===== src/rtl/wb_port_arbiter.sv =====
// Writeback port arbiter: shares the register-file write port between the in-order
// pipeline (A) and long-latency returns (B), and keeps the pending-write scoreboard.
module wb_port_arbiter #(
  parameter int unsigned XLEN         = 32,
  parameter int unsigned STARVE_LIMIT = 4
) (
  input  logic            clk,
  input  logic            rstf,
  input  logic            issue_valid,
  input  logic [4:0]      issue_rd,
  input  logic [4:0]      rs1,
  input  logic [4:0]      rs2,
  output logic            stall,
  output logic [31:0]     busy,
  input  logic            a_valid,
  output logic            a_ready,
  input  logic [4:0]      a_rd,
  input  logic [XLEN-1:0] a_value,
  input  logic            b_valid,
  output logic            b_ready,
  input  logic [4:0]      b_rd,
  input  logic [XLEN-1:0] b_value,
  output logic            we,
  output logic [4:0]      rd,
  output logic [XLEN-1:0] rdValue,
  output logic [3:0]      starve_cnt
);

  localparam int unsigned CW = 4;
  localparam int unsigned AW = 5;

  logic            grant_a;
  logic            grant_b;
  logic [AW-1:0]   win_rd;
  logic [XLEN-1:0] win_value;
  logic [31:0]     busy_next;
  logic [CW-1:0]   starve_next;

  // A has priority unless B has lost STARVE_LIMIT cycles in a row
  always_comb begin
    grant_b   = b_valid && (!a_valid || (starve_cnt == CW'(STARVE_LIMIT)));
    grant_a   = a_valid && !grant_b;
    win_rd    = grant_b ? b_rd : a_rd;
    win_value = grant_b ? b_value : a_value;
  end

  assign a_ready = grant_a;
  assign b_ready = grant_b;

  assign stall = ((rs1 != '0) && busy[rs1]) || ((rs2 != '0) && busy[rs2]);

  // Set beats clear on the same register: the issuing instruction is the newer producer
  always_comb begin
    busy_next = busy;
    if (we) begin
      busy_next[rd] = 1'b0;
    end
    if (issue_valid && (issue_rd != '0)) begin
      busy_next[issue_rd] = 1'b1;
    end
    busy_next[0] = 1'b0;
  end

  always_comb begin
    starve_next = '0;
    if (b_valid && !grant_b) begin
      if (starve_cnt >= CW'(STARVE_LIMIT)) begin
        starve_next = CW'(STARVE_LIMIT);
      end else begin
        starve_next = starve_cnt + CW'(1);
      end
    end
  end

  // x0 writes are consumed but never reach the register file
  always_ff @(posedge clk or posedge rstf) begin
    if (rstf) begin
      we         <= 1'b0;
      rd         <= '0;
      rdValue    <= '0;
      busy       <= '0;
      starve_cnt <= '0;
    end else begin
      busy       <= busy_next;
      starve_cnt <= starve_next;
      if (grant_a || grant_b) begin
        we      <= (win_rd != '0);
        rd      <= win_rd;
        rdValue <= win_value;
      end else begin
        we <= 1'b0;
      end
    end
  end

endmodule


===== config.mk =====
export PLATFORM = sky130hd
export DESIGN_NAME = wb_port_arbiter
export DESIGN_NICKNAME = d
export VERILOG_FILES = /design/src/rtl/wb_port_arbiter.sv
export SDC_FILE = /design/constraint.sdc
export NUM_CORES = 1
export LEC_CHECK = 0
export CAP_MARGIN = 5
export CORE_ASPECT_RATIO = 1.75
export CORE_UTILIZATION = 42
export DETAILED_ROUTE_END_ITERATION = 8
export GPL_TIMING_DRIVEN = 0
export PLACE_DENSITY_LB_ADDON = 0.25
export SYNTH_ARGS = -nofsm -noshare
export SYNTH_HDL_FRONTEND = slang
export SYNTH_SLANG_ARGS = --single-unit

===== constraint.sdc =====
create_clock -name clk -period 2.7 [get_ports clk]
set_input_delay 0.27 -clock clk [delete_from_list [all_inputs] [get_ports clk]]
set_output_delay 0.27 -clock clk [all_outputs]
set_load 0.1 [all_outputs]

After elaboration in Yosys (flattened, before gate mapping)
Cells that the tools add are included.

cells by class
  $add $sub $neg = 1
  order comparisons = 7
  equal/unequal tests = 1
  multiplexer cells = 15
  bitwise logic cells = 3
  reduce and logical (&&, ||, !) cells = 17

operators by type and width
  cell                 number
  $mux 32              3
  $and 32x32->32       1
  $not 32->32          1
  $or 32x32->32        1
  $lt 5x6->1 const B   4
  $reduce_bool 5->1    4
  $bmux 1 s5           2
  $demux 1 s5          2
  $ge 5x1->1 const B   2
  $logic_and 1x1->1    8
  $mux 4               2
  $mux 1               5
  $mux 5               1
  $add 4x1->4 const B  1
  $eq 4x3->1 const B   1
  $ge 4x3->1 const B   1
  $logic_or 1x1->1     3
  $logic_not 1->1      2

storage, ports and cells
  flip-flop bits (word level) = 73
  input port bits = 94
  output and inout bits = 77
  word-level logic and storage cells = 49

Longest topological paths before layout
Gate-level depths: netlist of run 1.

  word-level depth = 9
  mapped depth = 9
  gate-level depth less buffers = 7

Worst setup path after synthesis of run 1
OpenSTA, ideal clock, no wires.

  path kind = reg2out
  from = register busy[29]
  to = output stall
  arrival = 2.658 ns
  data required time = 2.430 ns
  setup slack = -0.228 ns
  stages on the path, launching flop included = 6
  path buffers = 0
  cells stage by stage = dfrtp_1 -> mux4_1 -> mux2i_1 -> o22ai_1 -> nor3_1 -> nand4_1

between the ends
  cells in the longest elaborated chain, start to end = 4
  elaborated cells between the ends (all ways) = 7
  classes of those cells = 4 x mux; 3 x reduce/logical

RTL lines
  item                          RTL line  text
  start: declaration            14        output logic [31:0] busy,
  start signal: assignment      84        busy <= busy_next;
  $bmux 1 s5                    50        assign stall = ((rs1 != '0) && busy[rs1]) || ((rs2 != '0) && busy[rs2]);
  $mux 1 (implied by the code)  50
  $logic_and 1x1->1             50
  $logic_or 1x1->1 *            50
  end: declaration              13        output logic stall,

Mark *: on every way between the ends. The rest lies on a longest branch, timed or not. The select of a mux whose other input is x is not followed.

Worst setup path after layout of run 1
  from = register starve_cnt[0]
  to = output b_ready

between the ends
  cells in the longest elaborated chain, start to end = 3

RTL lines
  item                      RTL line  text
  start: declaration        26        output logic [3:0] starve_cnt
  start signal: assignment  85        starve_cnt <= starve_next;
  $eq 4x3->1                41        grant_b = b_valid && (!a_valid || (starve_cnt == CW'(STARVE_LIMIT)));
  $logic_or 1x1->1          41
  $logic_and 1x1->1         41
  end: declaration          20        output logic b_ready,

Every way passes these cells.

==> impl_metrics.env, run 1 <==
export IMPL_status="finished, final reports clean"
export IMPL_p_int_mw=2.94
export IMPL_antenna_found_initial=0
export IMPL_ant_nets=0
export IMPL_grt_usage_pct=26.4
export IMPL_grt_ovfl_total=0
export IMPL_vias=3481
export IMPL_p_switching_mw=3.08
export IMPL_rows=44
export IMPL_io_pin_count=171
export IMPL_ir_drop_v=0.000517
export IMPL_areaGrowthSynthToFinish_pct=56.9
export IMPL_crit_chain="inv_1, ha_1, nand2_1, o21ai_1, and2_1, buf_2, buf_2, clkdlybuf4s18_2"
export IMPL_max_freq_ghz=0.391
export IMPL_remaining_drc_errors=0
export IMPL_rsz0062_at_grt="false"
export IMPL_yosysSeqAreaShare_pct=49.6
export IMPL_p_comb_share_pct=54.7
export IMPL_dieArea_um2=9170
export IMPL_grt_pass1_vias=3710
export IMPL_setup_tns_ps=0
export IMPL_period_minus_slack_ps=2560
export IMPL_io_buffers=165
export IMPL_cts_sinks=73
export IMPL_cpMaxStageDelayCell="clkdlybuf4s18_2"
export IMPL_p_sw_share_pct=51.2
export IMPL_start_util_pct=43.8
export IMPL_layout_drive_gt1_share_pct=13.4
export IMPL_p_per_area_nw_per_um2=1040
export IMPL_r2r_start="starve_cnt[0]"
export IMPL_die_h_um=126
export IMPL_clockRootBuffer="clkbuf_16"
export IMPL_fin_ws_ps=140
export IMPL_synth_cell_type_count=34
export IMPL_antenna_cells=0
export IMPL_syn_avg_cell_area_um2=11.3
export IMPL_cts_tree="done"
export IMPL_cp_top_family="buffers and inverters"
export IMPL_synth_area_um2=3690
export IMPL_synth_seq_cells=73
export IMPL_fin_crit_sh_pct=94.8
export IMPL_post_place_ws_ps=-500
export IMPL_met1_usage_pct=26.0
export IMPL_holdWs_ps=485
export IMPL_cap_violations=0
export IMPL_finalHoldViolations=0
export IMPL_htree_levels=3
export IMPL_grt_busiest_layer="met2"
export IMPL_cpMostUsedCell="buf_2"
export IMPL_seqPwrFrac_pct=27.2
export IMPL_core_area_um2=8420
export IMPL_synth_warnings=0
export IMPL_grt_pass1_wl_um=18000
export IMPL_die_x_um=72.8
export IMPL_slowest_delay_ps=590
export IMPL_cts_clk_slew_worst_paths_ps=50
export IMPL_hp_class="input pin to asynchronous set/reset pin"
export IMPL_use_met3_pct=7.92
export IMPL_critPathMaxFanout=10
export IMPL_finalMaxSlewViolations=0
export IMPL_syn_inst=325
export IMPL_worst_setup_path_start_kind="register"
export IMPL_num_nets_final=598
export IMPL_worst_pin_slew_ps=1010
export IMPL_initialDrtViolationCount=301
export IMPL_dp_hpwl_um=8820
export IMPL_power_static_leakage_nw=2.41
export IMPL_globalplace_congestion=0.846
export IMPL_wl_um=11400
export IMPL_firstDrtPassIters=4
export IMPL_grt_max_degree=74
export IMPL_finalClockSkew_ps=5.42
export IMPL_cts_path_max_buffers=2
export IMPL_fill_cells=634
export IMPL_cp_num_buf_inv=4
export IMPL_cts_made_buffers=9
export IMPL_avgRoutedWirePerCell_um=18.3
export IMPL_setup_viol=0
export IMPL_worstPathArrival_ps=2290
export IMPL_ctsHoldBuffers=0
export IMPL_required_ps=2430
export IMPL_grt_use_met2_pct=48.4
export IMPL_max_slew_margin_pct=32.5
export IMPL_worstSetupEndpointType="output pin"
export IMPL_crit_start="starve_cnt[0]"
export IMPL_clk_insertion_delay_late_ps=320
export IMPL_clkPwrFrac_pct=18.1
export IMPL_crit_type="register to output pin"
export IMPL_viasPerCell=5.60
==> through the flow <==
stage	instance area, um^2	power, mW	util, %	std cells
after global routing	5780	6.25	68.7	622
after floorplan	3720	4.05	-	326
after CTS	5790	6.05	68.7	622
final	5780	6.02	68.7	622
after global placement	5510	4.90	65.5	606
after detailed placement	5520	4.95	65.5	606
==> cell families after synthesis <==
logic type      Yosys count  synth area share, %
compound gates          142                 25.0
fa+ha+maj                 2                0.679
buf+inv                  24                 3.12
flops                    73                 49.6
mux                      27                 12.8
other cells               1                0.102
simple gates             56                 8.76
==> flip-flops by register name, indices dropped and copies added, names as in the netlist <==
signal	cells
rdValue	32
busy	31
rd	5
starve_cnt	4
we	1
==> power groups by stage <==
stage | Clock [mW] | Combinational (mW) | Sequential, mW
final | 1.09 | 3.29 | 1.64
after global routing | 1.17 | 3.41 | 1.67
after CTS | 1.12 | 3.31 | 1.63
after detailed placement | 0 | 3.30 | 1.65
after global placement | 0 | 3.27 | 1.63
after floorplan | 0 | 0.588 | 3.46
==> worst reg2reg max path: cells and delay by family, from the launching register on <==
kind	cells	cell delay, ps
DFF	1	430
and+or+nand+nor	2	180
AOI/OAI and AO/OA	3	430
adders and majority gates	1	140
buffers and inverters	3	620
==> final cells by class <==
class	instances	area, um^2	share of cell area [%]
Clock buffer	16	272	4.69
Timing Repair Buffer	165	1640	28.4
Sequential cell	73	1860	32.2
Multi-Input combinational cell	229	1740	30.1
Tap cell	115	144	2.49
Buffer	20	100	1.73
Inverter	4	17.5	0.303
==> synthesized netlist by cell type, drive strengths merged <==
library cell / count / area, um^2
clkbuf: 9 / 33.8
inv: 4 / 15.0
conb: 1 / 3.75
mux2i: 13 / 130
nor4: 1 / 6.26
mux4: 14 / 342
o21ai: 69 / 345
or4: 1 / 7.51
nor3b: 4 / 30.0
nand2b: 2 / 12.5
a21o: 32 / 240
a22o: 32 / 280
nand2: 12 / 45.0
buf: 11 / 66.3
nand3b: 10 / 75.1
nor3: 3 / 15.0
nand3: 4 / 20.0
and2: 1 / 6.26
or3: 2 / 12.5
a311oi: 1 / 8.76
a21oi: 5 / 25.0
o211ai: 2 / 15.0
dfrtp: 73 / 1830
nor4b: 1 / 8.76
nor2: 9 / 33.8
ha: 2 / 25.0
nand4: 1 / 6.26
o22ai: 1 / 6.26
or3b: 5 / 43.8
==> worst paths after layout <==
path	end	slack, ps	cells after the start
min in group clk	starve_cnt[0]	490	1
worst max-delay path	b_ready	140	8
worst max register to register	rdValue[4]	820	9
worst min-delay path	busy[2]	490	2
worst min register to register	starve_cnt[0]	490	1
max in group asynchronous	busy[31]	1560	2
==> what timing repair did <==
item                       in CTS  in global routing
setup endpoints to repair       3                  2
buffers inserted                0                  0
resized for setup              12                  4
==> cells in the final DEF, fill, tap and decap left out, types with 5 or more instances in the layout <==
cell | synthesis | routed
a22o_1 | 32 | 32
clkdlybuf4s50_1 | 0 | 162
mux4_1 | 7 | 5
a21o_1 | 32 | 32
dfrtp_2 | 0 | 29
clkbuf_1 | 9 | 14
clkbuf_16 | 0 | 9
mux2i_1 | 13 | 13
dfrtp_1 | 73 | 44
nor2_1 | 9 | 8
a21oi_1 | 5 | 5
buf_2 | 8 | 9
nand3b_1 | 10 | 10
nand2_1 | 12 | 12
o21ai_0 | 68 | 68
mux4_2 | 7 | 9
==> layer usage <==
metal  vias up  part of all wire (%)
met3        18                   7.9
met4         0                   2.2
met2       177                    56
met5         -                     0
met1      1682                    34
li1       1604                     -
(Power assumes the default switching activity.)
==> inputs of run 2 (changes only) <==
Settings changed: CORE_MARGIN set to 2.
==> impl_metrics.env, run 2 (synthesis results as in run 1) <==
export IMPL_period_minus_slack_ps=2590
export IMPL_required_ps=2430
export IMPL_setup_viol=0
export IMPL_rows=45
export IMPL_cts_clk_slew_worst_paths_ps=60
export IMPL_top_register="rdValue"
export IMPL_status="finished, final reports clean"
export IMPL_globalplace_congestion=0.795
export IMPL_crit_chain="mux4_1, mux2i_1, nor3b_1, nor3_1, nand4_1, clkdlybuf4s15_2"
export IMPL_final_common_cell="clkdlybuf4s50_1"
export IMPL_crit_type="register to output pin"
export IMPL_clockRootBuffer="clkbuf_16"
export IMPL_cts_made_buffers=9
export IMPL_io_buffers=165
export IMPL_setup_tns_ps=0
export IMPL_cpMaxStageDelayCell="mux4_1"
export IMPL_grt_pass1_wl_um=18000
export IMPL_core_area_um2=8610
export IMPL_worstSetupEndpointType="output pin"
export IMPL_die_x_um=74.8
export IMPL_remaining_drc_errors=0
export IMPL_dp_hpwl_um=8980
export IMPL_holdWs_ps=471
export IMPL_worstPathArrival_ps=2320
export IMPL_ctsHoldBuffers=0
export IMPL_worst_setup_path_start_kind="register"
export IMPL_critPathMaxFanout=4
export IMPL_start_util_pct=42.8
export IMPL_finalHoldViolations=0
export IMPL_multiInputGateArea_um2=1740
export IMPL_rsz0062_at_grt="false"
export IMPL_grt_pass1_vias=3700
export IMPL_cts_tree="done"
export IMPL_areaGrowthSynthToFinish_pct=58.2
export IMPL_layout_drive_gt1_share_pct=14.2
export IMPL_grt_max_degree=74
export IMPL_hp_class="input pin to asynchronous set/reset pin"
export IMPL_fin_crit_sh_pct=95.8
export IMPL_antenna_cells=0
export IMPL_clk_insertion_delay_late_ps=330
export IMPL_vias=3479
export IMPL_cts_sinks=73
export IMPL_num_nets_final=598
export IMPL_io_pin_count=171
export IMPL_die_h_um=128
export IMPL_grt_usage_pct=25.1
export IMPL_firstDrtPassIters=6
export IMPL_p_per_area_nw_per_um2=1060
export IMPL_reg_largest_list="rdValue x32, busy x31, rd x5"
export IMPL_cap_violations=0
export IMPL_power_static_leakage_nw=2.43
export IMPL_regArea_um2=1860
export IMPL_viasPerCell=5.58
export IMPL_finalMaxSlewViolations=0
export IMPL_initialDrtViolationCount=262
export IMPL_layout_common_cells="clkdlybuf4s50_1, o21ai_0, dfrtp_1"
export IMPL_largest_reg_flops=32
export IMPL_cts_path_max_buffers=2
export IMPL_antenna_found_initial=0
export IMPL_grt_ovfl_total=0
export IMPL_worst_pin_slew_ps=1040
export IMPL_finalClockSkew_ps=7.18
export IMPL_htree_levels=3
export IMPL_dieArea_um2=9570
export IMPL_max_freq_ghz=0.386
export IMPL_ant_nets=0
export IMPL_max_slew_margin_pct=30.6
export IMPL_fill_cells=691
export IMPL_ir_drop_v=0.000773
export IMPL_slowest_delay_ps=490
export IMPL_avgRoutedWirePerCell_um=18.5
export IMPL_wl_um=11600
-- run 2: changes by cell type in the layout (fill, tap and decap cells not counted) --
cell	change
clkinv_2	+3
clkbuf_1	-4
clkdlybuf4s18_2	-1
bufinv_16	+2
buf_4	-1
clkinvlp_4	+1
clkdlybuf4s15_2	+1
buf_6	+1
clkbuf_8	-2
-- run 2: worst max-delay path: cells and delay by family, from the launching register on --
kind / cells / cell delay [ps]
buffers and inverters: 1 / 470
muxes: 2 / 720
DFF: 1 / 430
and+or+nand+nor: 3 / 360
-- run 2: worst paths after layout --
check	startpoint	to	slack (ps)	cells past startpoint
max	busy[11]	stall	110	6
min	rstf	busy[15]	470	2
max reg2reg	starve_cnt[0]	rdValue[7]	820	9
min reg2reg	starve_cnt[0]	starve_cnt[0]	490	1
max in group asynchronous	rstf	busy[19]	1550	2
min in group clk	starve_cnt[0]	starve_cnt[0]	490	1
-- run 2: cell type report --
cell class | instances | share of cell area [%]
plain buffers | 20 | 1.72
clock buffers | 10 | 3.93
clock inverters | 6 | 1.42
inverters | 4 | 0.300
multi-input cells | 229 | 29.9
flip-flops and latches | 73 | 32.0
well taps | 117 | 2.51
repair buffers | 165 | 28.3
-- run 2: report_power, final --
group | switching (mW) | internal (mW) | total (mW)
combinational | 2.42 | 0.878 | 3.30
clock | 0.447 | 0.804 | 1.25
sequential | 0.254 | 1.39 | 1.64
total | 3.12 | 3.07 | 6.19
-- run 2: what timing repair did --
action / CTS / global route
endpoints found under the setup margin: 3 / 2
setup buffers: 0 / 0
gates resized for setup: 12 / 4
endpoints found under the hold margin: 0 / 0
-- run 2: stage by stage --
| step | utilization, % | instance area, um^2 | total power, mW | worst slack [ps] | instances |
|---|---|---|---|---|---|
| final | 67.7 | 5830 | 6.19 | 112 | 624 |
| after global routing | 67.7 | 5830 | 6.41 | 17.0 | 624 |
| after CTS | 67.7 | 5830 | 6.21 | 50.2 | 624 |
| after detailed placement | 64.1 | 5520 | 4.95 | -540 | 608 |
| after global placement | 64.0 | 5520 | 4.90 | -821 | 608 |
| after floorplan | - | 3720 | 4.05 | 7.63 | 326 |
-- run 2: routing by layer --
layer	routed length [um]	share of wire (%)	GRT usage (%)
met4	294	2.5	11.3
met1	4060	35	24.9
met3	830	7.2	7.70
met2	6390	55	45.9
met5	0	0	0
==> inputs of run 3 (changes only) <==
==> constraint.sdc (replaced) <==
create_clock -name clk -period 2.7 [get_ports clk]
set_input_delay 0.54 -clock clk [delete_from_list [all_inputs] [get_ports clk]]
set_output_delay 0.54 -clock clk [all_outputs]
set_load 0.1 [all_outputs]
==> impl_metrics.env, run 3 (synthesis results as in run 1) <==
export IMPL_firstDrtPassIters=4
export IMPL_status="finished, final reports clean"
export IMPL_reg_largest_list="rdValue x32, busy x31, rd x5"
export IMPL_antenna_found_initial=0
export IMPL_crit_start="busy[27]"
export IMPL_largest_reg_flops=32
export IMPL_avgRoutedWirePerCell_um=18.9
export IMPL_regArea_um2=1860
export IMPL_top_register="rdValue"
export IMPL_clockRootBuffer="clkbuf_16"
export IMPL_max_freq_ghz=0.381
export IMPL_final_common_cell="clkdlybuf4s50_1"
export IMPL_fin_area_um2=5810
export IMPL_dp_hpwl_um=9050
export IMPL_cts_made_buffers=9
export IMPL_critPathMaxFanout=4
export IMPL_crit_chain="mux4_2, mux2i_1, o22ai_1, nor3_2, nand4_1, buf_4"
export IMPL_placed_area_um2=5520
export IMPL_initialDrtViolationCount=247
export IMPL_fill_cells=669
export IMPL_grt_pass1_wl_um=18300
export IMPL_dieArea_um2=9570
export IMPL_multiInputGateArea_um2=1740
export IMPL_finalMaxSlewViolations=0
export IMPL_power_static_leakage_nw=2.42
export IMPL_remaining_drc_errors=0
export IMPL_rows=45
export IMPL_crit_type="register to output pin"
export IMPL_worst_pin_slew_ps=1010
export IMPL_period_minus_slack_ps=2630
export IMPL_fin_crit_sh_pct=97.2
export IMPL_layout_common_cells="clkdlybuf4s50_1, o21ai_0, dfrtp_1"
export IMPL_r2r_end="rdValue[15]"
export IMPL_grt_ovfl_total=0
export IMPL_hp_class="register to register"
export IMPL_r2r_start="starve_cnt[0]"
export IMPL_wl_um=11800
export IMPL_grt_pass1_vias=3658
export IMPL_layout_drive_gt1_share_pct=15.4
export IMPL_cts_setup_buffers=0
export IMPL_htree_levels=3
export IMPL_viasPerCell=5.62
export IMPL_worst_setup_path_start_kind="register"
export IMPL_globalplace_congestion=0.791
export IMPL_ant_nets=0
export IMPL_required_ps=2160
export IMPL_core_area_um2=8610
export IMPL_areaGrowthSynthToFinish_pct=57.7
export IMPL_num_nets_final=598
export IMPL_die_h_um=128
export IMPL_crit_path_end="stall"
export IMPL_setup_viol=0
export IMPL_grt_usage_pct=25.4
export IMPL_finalHoldViolations=0
export IMPL_cap_violations=0
export IMPL_grt_max_degree=74
export IMPL_finalClockSkew_ps=3.66
export IMPL_worstPathArrival_ps=2090
export IMPL_ff2ff_setup_slack_ps=820
export IMPL_power_mw=6.08
export IMPL_worstSetupEndpointType="output pin"
export IMPL_cts_sinks=73
export IMPL_io_buffers=165
export IMPL_start_util_pct=42.8
export IMPL_cts_tree="done"
export IMPL_cts_path_max_buffers=2
export IMPL_p_per_area_nw_per_um2=1050
export IMPL_clk_insertion_delay_late_ps=330
export IMPL_cts_clk_slew_worst_paths_ps=50
export IMPL_max_slew_margin_pct=32.5
export IMPL_io_pin_count=171
export IMPL_dp_cells=608
export IMPL_slowest_delay_ps=460
export IMPL_die_x_um=74.8
export IMPL_ir_drop_v=0.000583
export IMPL_holdWs_ps=485
export IMPL_antenna_cells=0
export IMPL_worst_r2r_path_depth=9
export IMPL_ctsHoldBuffers=0
export IMPL_vias=3507
export IMPL_cpMaxStageDelayCell="mux4_2"
export IMPL_final_cells=624
export IMPL_hold_path_depth=1
run 3: final cells by class:
type | count | area share [%]
Buffer | 20 | 2.09
Inverter | 4 | 0.301
Sequential cell | 73 | 32.1
Tap cell | 117 | 2.52
Clock inverter | 3 | 0.258
Multi-Input combinational cell | 229 | 30.0
Timing Repair Buffer | 165 | 28.3
Clock buffer | 13 | 4.48
run 3: through the flow:
step,TNS [ps],util [%],setup slack (ps)
6_report,0,67.5,74.4
5_1_grt,-10.8,67.5,-10.8
4_1_cts,0,67.3,22.0
3_5_place_dp,-2530,64.1,-1020
3_3_place_gp,-73740,64.1,-1110
2_1_floorplan,-249,-,-249
run 3: how the worst min path moves through the flow:
stage / endpoint / from
floorplan: rdValue[22] / a_value[22]
global placement: starve_cnt[0] / starve_cnt[0]
detailed placement: starve_cnt[0] / starve_cnt[0]
CTS: starve_cnt[0] / starve_cnt[0]
global route: starve_cnt[0] / starve_cnt[0]
finish: starve_cnt[0] / starve_cnt[0]
run 3: metal layers:
metal	up-vias	global-route usage (%)	wire [um]
li1	1600	-	-
met1	1705	26.0	4010
met2	176	45.7	6510
met3	26	8.02	940
met4	0	10.9	349
met5	-	0	0
run 3: power by group:
part / switching, mW / total, mW / internal [mW] / leakage, nW
combinational: 2.44 / 3.33 / 0.888 / 1.45
sequential: 0.263 / 1.65 / 1.39 / 0.829
clock: 0.442 / 1.11 / 0.668 / 0.139
total: 3.14 / 6.08 / 2.94 / 2.42
run 3: worst max-delay path, delay by kind of cell (launching register included):
family / cells / cell delay [ps]
mux: 2 / 670
flops: 1 / 430
simple gates: 2 / 290
buf+inv: 1 / 240
compound gates: 1 / 130
run 3: repair_timing:
item                                    CTS  global route
resized for setup                        24             4
endpoints found under the setup margin    3             2
pin swaps                                 0             1
endpoints found under the hold margin     0             0
